[config.mk]
export PLATFORM = sky130hd
export DESIGN_NAME = dram_feeder
export DESIGN_NICKNAME = d
export VERILOG_FILES = /design/src/rtl/dram_feeder_pkg.sv /design/src/rtl/dram_feeder_fifo.sv /design/src/rtl/dram_feeder.sv
export SDC_FILE = /design/constraint.sdc
export NUM_CORES = 1
export LEC_CHECK = 0
export BUFFER_PORTS_ARGS = -buffer_cell sky130_fd_sc_hd__buf_4
export CORE_AREA = 8 8 227 186
export CTS_BUF_LIST = sky130_fd_sc_hd__clkbuf_8
export CTS_CLUSTER_DIAMETER = 100
export DETAILED_ROUTE_END_ITERATION = 16
export DIE_AREA = 0 0 235 194
export GPL_TIMING_DRIVEN = 0
export MAX_ROUTING_LAYER = met4
export PLACE_DENSITY = 0.46
export SLEW_MARGIN = 40
export SYNTH_ARGS = -nofsm -noshare
export SYNTH_HDL_FRONTEND = slang
export SYNTH_SLANG_ARGS = --single-unit
export TNS_END_PERCENT = 20
[constraint.sdc]
create_clock -name clk -period 4.2 [get_ports clk]
set_input_delay 0.21 -clock clk [delete_from_list [all_inputs] [get_ports clk]]
set_output_delay 0.21 -clock clk [all_outputs]
set_load 0.005 [all_outputs]
[src/rtl/dram_feeder_pkg.sv]
// Shared accelerator definitions: feeder state encoding and default data width.
package dram_feeder_pkg;

  localparam int DATA_SIZE_DEF = 32;

  typedef enum logic [2:0] {
    IDLE     = 3'd0,
    LOAD     = 3'd1,
    DRAIN    = 3'd2,
    WAIT_OUT = 3'd3,
    FINISH   = 3'd4
  } feeder_state_e;

endpackage

[src/rtl/dram_feeder_fifo.sv]
// Prefetch queue: shift-register FIFO whose head is always entry 0, so the
// head word comes straight from a flop. Push and pop may share a cycle.
module feeder_fifo #(
  parameter  int W     = 32,
  parameter  int DEPTH = 4,
  localparam int CW    = $clog2(DEPTH) + 1
) (
  input  logic          clk,
  input  logic          rst,
  input  logic          clr,
  input  logic          push,
  input  logic [W-1:0]  din,
  input  logic          pop,
  output logic [W-1:0]  head,
  output logic [CW-1:0] count,
  output logic          empty
);

  logic [W-1:0]  data [DEPTH];
  logic          do_pop;
  logic          do_push;
  logic [CW-1:0] wr_idx;

  assign empty   = (count == '0);
  assign do_pop  = pop && !empty;
  assign do_push = push && ((count < CW'(DEPTH)) || do_pop);
  // With a simultaneous pop everything shifts down one slot first.
  assign wr_idx  = do_pop ? count - CW'(1) : count;
  assign head    = data[0];

  always_ff @(posedge clk or negedge rst) begin
    if (!rst) begin
      count <= '0;
      for (int i = 0; i < DEPTH; i++) data[i] <= '0;
    end else if (clr) begin
      count <= '0;
    end else begin
      if (do_pop) begin
        for (int i = 0; i < DEPTH - 1; i++) data[i] <= data[i+1];
      end
      for (int i = 0; i < DEPTH; i++) begin
        if (do_push && (CW'(i) == wr_idx)) data[i] <= din;
      end
      count <= count + CW'(do_push) - CW'(do_pop);
    end
  end

endmodule

[src/rtl/dram_feeder.sv]
// Streams a block of DRAM words into the accelerator through a prefetch FIFO
// and writes the accelerator's ofmap words into the result buffer.
module dram_feeder
  import dram_feeder_pkg::*;
#(
  parameter int DATA_SIZE  = DATA_SIZE_DEF,
  parameter int MEM_AW     = 16,
  parameter int RES_AW     = 7,
  parameter int FIFO_DEPTH = 4
) (
  input  logic                 clk,
  input  logic                 rst,
  input  logic                 start,
  input  logic [MEM_AW-1:0]    base_addr,
  input  logic [11:0]          load_len,
  output logic                 mem_req,
  output logic [MEM_AW-1:0]    mem_addr,
  input  logic                 mem_gnt,
  input  logic                 mem_rvalid,
  input  logic [DATA_SIZE-1:0] mem_rdata,
  output logic                 acc_ready,
  output logic [DATA_SIZE-1:0] acc_data,
  input  logic                 acc_valid,
  input  logic [DATA_SIZE-1:0] acc_ofmap,
  input  logic                 acc_done,
  output logic                 res_we,
  output logic [RES_AW-1:0]    res_addr,
  output logic [DATA_SIZE-1:0] res_wdata,
  output logic                 busy,
  output logic                 finished,
  output logic                 err,
  output feeder_state_e        dbg_state
);

  localparam int CW = $clog2(FIFO_DEPTH) + 1;

  // Handshakes: mem_req/mem_addr stay stable until a cycle with mem_gnt high,
  // and that cycle transfers the request; mem_rvalid returns arrive in order
  // with no backpressure. acc_ready has no counterpart: every cycle it is
  // high, acc_data is consumed. acc_valid likewise transfers one word per cycle.
  feeder_state_e        state;
  logic [MEM_AW-1:0]    base_q;
  logic [11:0]          len_q;
  logic [11:0]          requested;
  logic [11:0]          sent;
  logic [CW-1:0]        outstanding;
  logic [RES_AW-1:0]    res_cnt;
  logic                 err_q;
  logic                 busy_q;
  logic                 fin_q;

  logic                 streaming;
  logic                 capturing;
  logic                 credit_ok;
  logic                 granted;
  logic                 ret_ok;
  logic                 stray;
  logic                 fifo_clr;
  logic [DATA_SIZE-1:0] fifo_head;
  logic [CW-1:0]        fifo_count;
  logic                 fifo_empty;

  assign streaming = (state == LOAD) || (state == DRAIN);
  assign capturing = streaming || (state == WAIT_OUT);
  // Credit counts words in the FIFO plus words still in flight from DRAM.
  assign credit_ok = ({1'b0, fifo_count} + {1'b0, outstanding}) < (CW+1)'(FIFO_DEPTH);
  assign mem_req   = (state == LOAD) && (requested < len_q) && credit_ok;
  assign mem_addr  = mem_req ? base_q + MEM_AW'(requested) : '0;
  assign granted   = mem_req && mem_gnt;
  assign ret_ok    = mem_rvalid && (outstanding != '0);
  assign stray     = mem_rvalid && (outstanding == '0);

  assign acc_ready = streaming && !fifo_empty;
  assign acc_data  = acc_ready ? fifo_head : '0;
  assign res_we    = capturing && acc_valid;
  assign res_addr  = res_we ? res_cnt : '0;
  assign res_wdata = res_we ? acc_ofmap : '0;

  assign fifo_clr  = (streaming && acc_done) || ((state == IDLE) && start);

  assign busy      = busy_q;
  assign finished  = fin_q;
  assign err       = err_q;
  assign dbg_state = state;

  feeder_fifo #(
    .W     (DATA_SIZE),
    .DEPTH (FIFO_DEPTH)
  ) u_fifo (
    .clk   (clk),
    .rst   (rst),
    .clr   (fifo_clr),
    .push  (ret_ok),
    .din   (mem_rdata),
    .pop   (acc_ready),
    .head  (fifo_head),
    .count (fifo_count),
    .empty (fifo_empty)
  );

  always_ff @(posedge clk or negedge rst) begin
    if (!rst) begin
      state       <= IDLE;
      base_q      <= '0;
      len_q       <= '0;
      requested   <= '0;
      sent        <= '0;
      outstanding <= '0;
      res_cnt     <= '0;
      err_q       <= 1'b0;
      busy_q      <= 1'b0;
      fin_q       <= 1'b0;
    end else begin
      fin_q <= 1'b0;
      if (granted && !ret_ok)      outstanding <= outstanding + CW'(1);
      else if (!granted && ret_ok) outstanding <= outstanding - CW'(1);
      if (granted)   requested <= requested + 12'd1;
      if (acc_ready) sent      <= sent + 12'd1;
      if (res_we) begin
        res_cnt <= res_cnt + RES_AW'(1);
        if (&res_cnt) err_q <= 1'b1;
      end
      if (stray) err_q <= 1'b1;

      case (state)
        IDLE: begin
          if (start) begin
            base_q      <= base_addr;
            len_q       <= load_len;
            requested   <= '0;
            sent        <= '0;
            outstanding <= '0;
            res_cnt     <= '0;
            err_q       <= stray;
            busy_q      <= 1'b1;
            state       <= (load_len == 12'd0) ? WAIT_OUT : LOAD;
          end
        end
        LOAD, DRAIN: begin
          if (acc_done) begin
            // Early done: abandon queued and in-flight words.
            err_q       <= 1'b1;
            outstanding <= '0;
            fin_q       <= 1'b1;
            state       <= FINISH;
          end else if ((state == LOAD) && (requested == len_q)) begin
            state <= DRAIN;
          end else if ((state == DRAIN) && (sent == len_q)) begin
            state <= WAIT_OUT;
          end
        end
        WAIT_OUT: begin
          if (acc_done) begin
            fin_q <= 1'b1;
            state <= FINISH;
          end
        end
        FINISH: begin
          busy_q <= 1'b0;
          state  <= IDLE;
        end
        default: begin
          busy_q <= 1'b0;
          state  <= IDLE;
        end
      endcase
    end
  end

endmodule

Word-level counts from Yosys, hierarchy flattened
Index checks and enable logic that the tools add are counted.

Flip-flop bits (word level): 199. Input port bits: 99.

Add/sub/neg operators: 10. Magnitude comparators: 3. Eq/ne operators: 11. Muxes and demuxes: 41. Bitwise gates (word level): 2. Reduce and logical (&&, ||, !) cells: 45.

Operators by type and width (count): 32-bit two-way mux (5); 96-bit two-way mux (1); 12-bit two-way mux (6); 3-bit two-way mux (11); 7-bit two-way mux (4); 12-bit by 1-bit adder with 12-bit output, second input constant (2); 12-bit equality test (2); 1-bit logical AND (19); 16-bit by 12-bit adder with 16-bit output (1); 16-bit two-way mux (1); 12-bit logical NOT (1); 3-bit logical NOT (4); 12-bit less-than comparator (1); 2-bit AND reduction (6); 3-bit one-hot mux with 3 select lines (1); 1-bit two-way mux (8); 7-bit by 1-bit adder with 7-bit output, second input constant (1); 7-bit AND reduction (1); 2-bit by 3-bit equality test with 1-bit output, first input constant (2); 3-bit by 2-bit equality test with 1-bit output, second input constant (2); 3-bit one-hot mux with 2 select lines (1); 2-bit nonzero test (3); 3-bit by 1-bit subtractor with 3-bit output, second input constant (2); 3-bit by 3-bit adder with 4-bit output (1); other kinds (18) (26).

Depth between registers and ports, before layout
Gate-level depths: netlist of run 1.

Depth after elaboration: 10. Gate-level depth with buffers: 12. Gate-level depth less buffers: 12.

Modules after synthesis
A second synthesis of run 1 with hierarchy kept.

Cells, all modules: 1194. Area, all modules: 11604.9 um^2.

Modules (own cells, without submodules): feeder_fifo (times used 1, cells each 620, area each 6836.6 um^2, sequential area each 3278.1 um^2); dram_feeder (times used 1, cells each 574, area each 4768.3 um^2, sequential area each 1701.6 um^2).

Worst setup path after synthesis of run 1
Ideal clock, no wire load.

Path kind: register to register. Start point: reg u_fifo.count[1]. End point: reg u_fifo.data[10] in the netlist's numbering. Library setup time: 0.128 ns. Arrival: 2.479 ns. Required time: 4.072 ns. Path slack: 1.594 ns. Stages on the path, launching flop included: 10. Path buffers: 1. Cell sequence: dfrtp_1 -> inv_1 -> ha_1 -> nor2b_1 -> nor3_1 -> ha_1 -> a2111oi_2 -> nor3b_4 -> buf_4 -> mux2_1.

Word-level cells in the longest chain between the ends: 8.

RTL lines: start, declared (line dram_feeder_fifo.sv:15) `output logic [CW-1:0] count,`; start signal, assigned (line dram_feeder_fifo.sv:44) `count <= count + CW'(do_push) - CW'(do_pop);`; branches (longest 6 deep; another with 3-bit by 1-bit subtractor with 3-bit output); 1-bit logical AND * (line dram_feeder_fifo.sv:42) `if (do_push && (CW'(i) == wr_idx)) data[i] <= din;`; 2-bit AND reduction (no source line) *; end signal, assigned by index (line dram_feeder_fifo.sv:42); end, declared (line dram_feeder_fifo.sv:19) `logic [W-1:0] data [DEPTH];`.

Every way passes the cells marked *. A chain may end at the register's enable or synchronous reset.

Worst setup path after layout of run 1
Start point: reg u_fifo.count[1]. End point: out acc_data[15].

Word-level cells in the longest chain between the ends: 4.

RTL lines: 3-bit logical NOT (line dram_feeder_fifo.sv:24) `assign empty = (count == '0);`; 1-bit logical NOT (line dram_feeder.sv:73) `assign acc_ready = streaming && !fifo_empty;`; 1-bit logical AND (line dram_feeder.sv:73); 32-bit two-way mux (line dram_feeder.sv:74) `assign acc_data = acc_ready ? fifo_head : '0;`; end, declared (line dram_feeder.sv:22) `output logic [DATA_SIZE-1:0] acc_data,`.

Every way passes these cells.

==> impl_metrics.yaml, run 1 <==
outcome:
  status: "finished clean"
detailed_routing:
  routed_via_density: 4.95
  wirelength_mm: 36.5
  avgRoutedWirePerCell_um: 19.2
  first_iter_violations: 586
  route.detailed.drc: 0
  dr.pass1.iters: 4
  vias: 9407
  ant_nets: 0
clock_network:
  cts.sinks: 199
  clk_pin_slew_ns: 0.12
  cts_tree: "built"
  numCtsBuffers: 17
  cts_root_buf: "clkbuf_8"
  htreeDepth: 4
  cts_hold_buf: 62
  cts-resized-gates: 0
  post_cts_buffers: 0
  clk_latency_ns: 0.51
  clockBufferDepth: 2
timing:
  rsz0062_at_grt: "no"
  tns_ns: 0
  fin_crit_sh: 0.832
  worst_slew_pin_slew_ns: 0.812
  max_freq_mhz: 286
  fin_crit_ns: 3.50
  maxSlewHeadroom: 0.457
  hold_viol: 0
  slew_viol_final: 0
  setup_viol: 0
  fin_skew_ns: 0.0200
synth:
  synthFlopType: "dfrtp_1"
  synth_top_cell_area_share: 0.453
  syn_area_mm2: 0.0110
  async_flop_share: 1.00
  synth_edf_count: 0
  ys_ff_latch: 199
  avgSynthCellArea_um2: 9.94
  ys_warn_count: 0
  synth.area.top_cells: "dfrtp_1, and2_1, and3_1, ha_1, or3_1"
  synthesis.nets: 1244
  synth_seq_area_share: 0.453
  yosys.area.top_type: "dfrtp_1"
  synth_cell_types: 57
  syn_inst: 1106
floorplanning:
  design.die.area_mm2: 0.0456
  num_rows: 65
  dieHeight_um: 194
  fp.dieW_um: 235
  core_area_mm2: 0.0386
  initial_utilization: 0.285
  io_pins: 195
cells_and_area:
  final_cells: 1901
  area_growth_pct: 29.4
  layout-drive-gt1-share: 0.182
  finish.utilization: 0.368
  fin_area_mm2: 0.0142
  final_cell_mix: "buf_4, dfrtp_1, nand2_1"
  fillers: 3904
  nNetsFinal: 1523
global_route:
  grt_max_degree: 60
  antenna_found_initial: 1
  grt_remaining_overflow: 0
  grt_pass1_wl_mm: 58.0
  grt_pass1_vias: 9774
  track_usage: 0.164
power_and_ir_drop:
  p_total_uw: 9860
  p_leak_uw: 0.00712
  ir_drop_mv: 0.293
  p_per_area_mw_per_mm2: 693
worst_hold_path:
  min_path_type: "primary input to flip-flop"
  worstHoldStart: "mem_gnt"
worst_setup_path:
  cp_max_fo: 10
  cp.required_ns: 3.99
  crit_path_start: "u_fifo.count[1]$_DFF_PN0_"
  startpoint_type: "flip-flop"
  crit_type: "flip-flop to output pin"
  reg2reg_from: "u_fifo.count[1]$_DFF_PN0_"
  worstSetupEndpointType: "output pin"
  arrival_ns: 3.29
placed_design:
  hpwl_mm: 25.9
  io_buffers: 194
  place_area_mm2: 0.0132
  dp.cells: 1806
  place.gp.congestion: 0.819
job:
  maxCapViolations: 0
==> where the power goes <==
part / leakage (µW) / internal, µW / total [µW] / switching [µW]
registers: 0.00249 / 2790 / 3290 / 500
clock network: 0.000212 / 574 / 1390 / 818
logic: 0.00441 / 2230 / 5180 / 2950
==> worst max-delay path, stage by stage, from the launching register on <==
cell and delay (ns):
dfrtp_1 0.48, inv_1 0.14, ha_1 0.21, nor2b_1 0.18, nor3_4 0.39, clkbuf_1 0.52
clkbuf_1 0.52, and2_1 0.22, buf_4 0.11
==> cell usage after synthesis (37+ instances only) <==
cell and number:
dfrtp_1 199, nand2_1 93, and2_1 77, and3_1 75, or3_1 68, clkbuf_1 58
a21oi_1 46, nor2_1 43, ha_1 37
==> per-layer routing <==
metal | vias to the layer above | GRT usage | wire (µm)
met5 | - | - | 0
met4 | 0 | 0.0326 | 348
met3 | 24 | 0.0386 | 1860
met2 | 236 | 0.241 | 15600
met1 | 4628 | 0.228 | 18700
li1 | 4519 | - | -
==> sequential cells by signal, indices dropped and copies added (netlist names) <==
name,count
u_fifo.data,96
u_fifo.head,32
base_q,16
len_q,12
requested,12
sent,12
res_cnt,7
dbg_state,3
outstanding,3
u_fifo.count,3
busy,1
err,1
finished,1
==> final timing paths <==
path / to / slack, ns / depth (start not counted)
max in group asynchronous: res_cnt[2]$_DFF_PN0_ / 3.07 / 4
min reg2reg: u_fifo.head[16]$_DFFE_PN0P_ / 0.49 / 1
max: acc_data[15] / 0.70 / 8
min in group asynchronous: u_fifo.head[18]$_DFFE_PN0P_ / 0.20 / 2
min: requested[4]$_DFF_PN0_ / 0.08 / 4
max reg2reg: u_fifo.data[87]$_DFFE_PN0P_ / 0.98 / 9
==> logic make-up after synthesis <==
kind of cell,after synthesis,share of synthesized area
AO/OA/AOI/OAI,243,0.168
XOR/XNOR,43,0.0349
adder cells (fa/ha/maj),39,0.0458
buffers and inverters,106,0.0387
flip-flops,199,0.453
multiplexers,47,0.0466
AND/OR/NAND/NOR,429,0.213
==> area by class of cell <==
type	instances	area, µm²	share of cell area
clock buffer	18	248	0.0174
timing repair buffer	260	2170	0.152
antenna	1	2.50	0.000176
multi-input combinational	801	5590	0.393
clock inverter	14	185	0.0130
sequential	199	4980	0.350
inverter	32	120	0.00844
buffer	74	305	0.0215
tap	502	628	0.0441
==> through the flow <==
step                setup slack [ns]  hold WS, ns
detailed placement             0.980        0.176
global route                   0.418       0.0648
floorplan                       1.59      -0.0856
finish                         0.705       0.0789
CTS                            0.583       0.0319
global placement               0.585        0.403
Power figures use the tool's default switching activity.
==> inputs of run 2 (changes only) <==
Settings changed: PLACE_DENSITY 0.46 to 0.47.
Clock period 4.2 ns to 3.05 ns, I/O delays scaled along.
==> run 2 against run 1 <==
Effect of this change:
- clock skew rose by 0.0036 ns
- register-to-register slack got worse by 0.83 ns
- via count barely moved
- first-iteration DRC count rose by 4.1%
- critical path depth rose by 1
- sequential cell count did not move
- core utilization rose by 0.49 points
- critical endpoint is now mem_addr[14]
- largest cell class unchanged
==> impl_metrics.yaml, run 2 (synthesis gave the netlist of run 1 again) <==
worst_setup_path:
  startpoint_type: "flip-flop"
  slowest_stage: "dfrtp_2"
  worstSetupEndpointType: "output pin"
  slowest_delay_ns: 0.46
  crit_type: "flip-flop to output pin"
  cp_max_fo: 5
  path_buf_inv: 1
  crit_chain: "ha_1, fa_2, a211oi_2, o21bai_1, a21oi_2, o21ai_1, mux2i_1, a31oi_1, buf_4"
  cp.required_ns: 2.90
  arrival_ns: 2.77
  critical-path-top-delay-family: "compound AO/OA/AOI/OAI gates"
detailed_routing:
  first_iter_violations: 610
  route.detailed.drc: 0
  ant_nets: 0
  dr.pass1.iters: 5
  routed_via_density: 4.93
  wirelength_mm: 36.4
  vias: 9416
  avgRoutedWirePerCell_um: 19.0
timing:
  fin_skew_ns: 0.0236
  fin_crit_sh: 0.957
  setup_viol: 0
  slew_viol_final: 0
  whs_ns: 0.0986
  maxSlewHeadroom: 0.538
  hold_viol: 0
  tns_ns: 0
  fin_crit_ns: 2.92
  worst_slew_pin_slew_ns: 0.693
  rsz0062_at_grt: "yes"
  max_freq_mhz: 343
job:
  maxCapViolations: 0
placed_design:
  place.gp.congestion: 0.780
  hpwl_mm: 25.7
  io_buffers: 194
  dp.cells: 1806
floorplanning:
  io_pins: 195
  core_area_mm2: 0.0386
  design.die.area_mm2: 0.0456
  initial_utilization: 0.285
  dieHeight_um: 194
  fp.dieW_um: 235
  num_rows: 65
power_and_ir_drop:
  p_per_area_mw_per_mm2: 948
  ir_drop_mv: 0.394
  p_leak_uw: 0.00723
clock_network:
  htreeDepth: 4
  clk_pin_slew_ns: 0.11
  cts_tree: "built"
  cts.sinks: 199
  clk_latency_ns: 0.51
  cts_root_buf: "clkbuf_8"
  numCtsBuffers: 17
  clockBufferDepth: 2
global_route:
  track_usage: 0.164
  antenna_found_initial: 1
  grt_pass1_vias: 9775
  grt_pass1_wl_mm: 57.8
  grt_max_degree: 69
  grt_remaining_overflow: 0
cells_and_area:
  nNetsFinal: 1533
  final_cell_mix: "buf_4, dfrtp_1, nand2_1"
  finish.utilization: 0.373
  layout-drive-gt1-share: 0.210
  largest_register: "u_fifo.data"
  final_cells: 1910
  final_common_cell: "buf_4"
  largest_reg_flops: 96
  area_growth_pct: 31.1
worst_hold_path:
  min_path_type: "primary input to flip-flop"
outcome:
  status: "finished clean"
run 2: cell count changes in the layout (fill, tap and decap cells not counted), moves of 4 or more:
cell	change
buf_2	+5
clkbuf_1	-18
dfrtp_2	+4
buf_4	+10
clkbuf_2	+7
dfrtp_1	-4
run 2: metrics by stage:
stage | power (µW) | instance area (µm²) | setup slack (ns)
2_1_floorplan | 8940 | 11000 | 0.444
5_1_grt | 14800 | 14400 | -0.0368
6_report | 13700 | 14400 | 0.131
3_5_place_dp | 11700 | 13200 | -0.108
4_1_cts | 13700 | 14300 | -0.0170
3_3_place_gp | 11600 | 13100 | -0.545
run 2: worst paths after layout:
kind                                             start                           to  slack [ns]  cells past startpoint
min in group asynchronous                          rst  u_fifo.data[80]$_DFFE_PN0P_        0.21                      3
min                                              start       requested[5]$_DFF_PN0_         0.1                      4
max reg2reg                  u_fifo.count[1]$_DFF_PN0_  u_fifo.data[84]$_DFFE_PN0P_        0.15                      9
max                             requested[0]$_DFF_PN0_                 mem_addr[14]        0.13                      9
min reg2reg                u_fifo.data[68]$_DFFE_PN0P_  u_fifo.data[68]$_DFFE_PN0P_        0.49                      1
max in group asynchronous                          rst  u_fifo.data[14]$_DFFE_PN0P_        2.02                      3
run 2: final cells by class:
class / count / area (µm²)
clock buffer: 19 / 262
buffer: 74 / 347
tap: 502 / 628
inverter: 32 / 120
sequential: 199 / 4980
multi-input combinational: 801 / 5690
antenna: 1 / 2.50
clock inverter: 12 / 121
fill: 3878 / 24200
timing repair buffer: 270 / 2260
run 2: repair_timing:
item,4_1_cts,5_1_grt
hold endpoints to repair,288,0
hold buffers,65,0
resized for setup,24,49
setup endpoints to repair,144,157
pin swaps,3,1
buffers inserted,4,3
gates cloned,0,0
run 2: report_power, final:
group	leakage, µW	internal (µW)	switching, µW
logic	0.00454	3260	4120
registers	0.00249	3840	687
clock network	0.000200	701	1050
total	0.00723	7810	5850
run 2: routing by layer:
metal | global-route usage | wire [µm] | up-vias
li1 | - | - | 4548
met1 | 0.234 | 18700 | 4598
met2 | 0.233 | 15300 | 246
met3 | 0.0374 | 1940 | 24
met4 | 0.0377 | 397 | 0
met5 | - | 0 | -
run 2: worst min-delay path, stage by stage:
cell,delay [ns]
buf_4,0.10
nand2_1,0.14
nand2b_1,0.11
mux2i_1,0.06
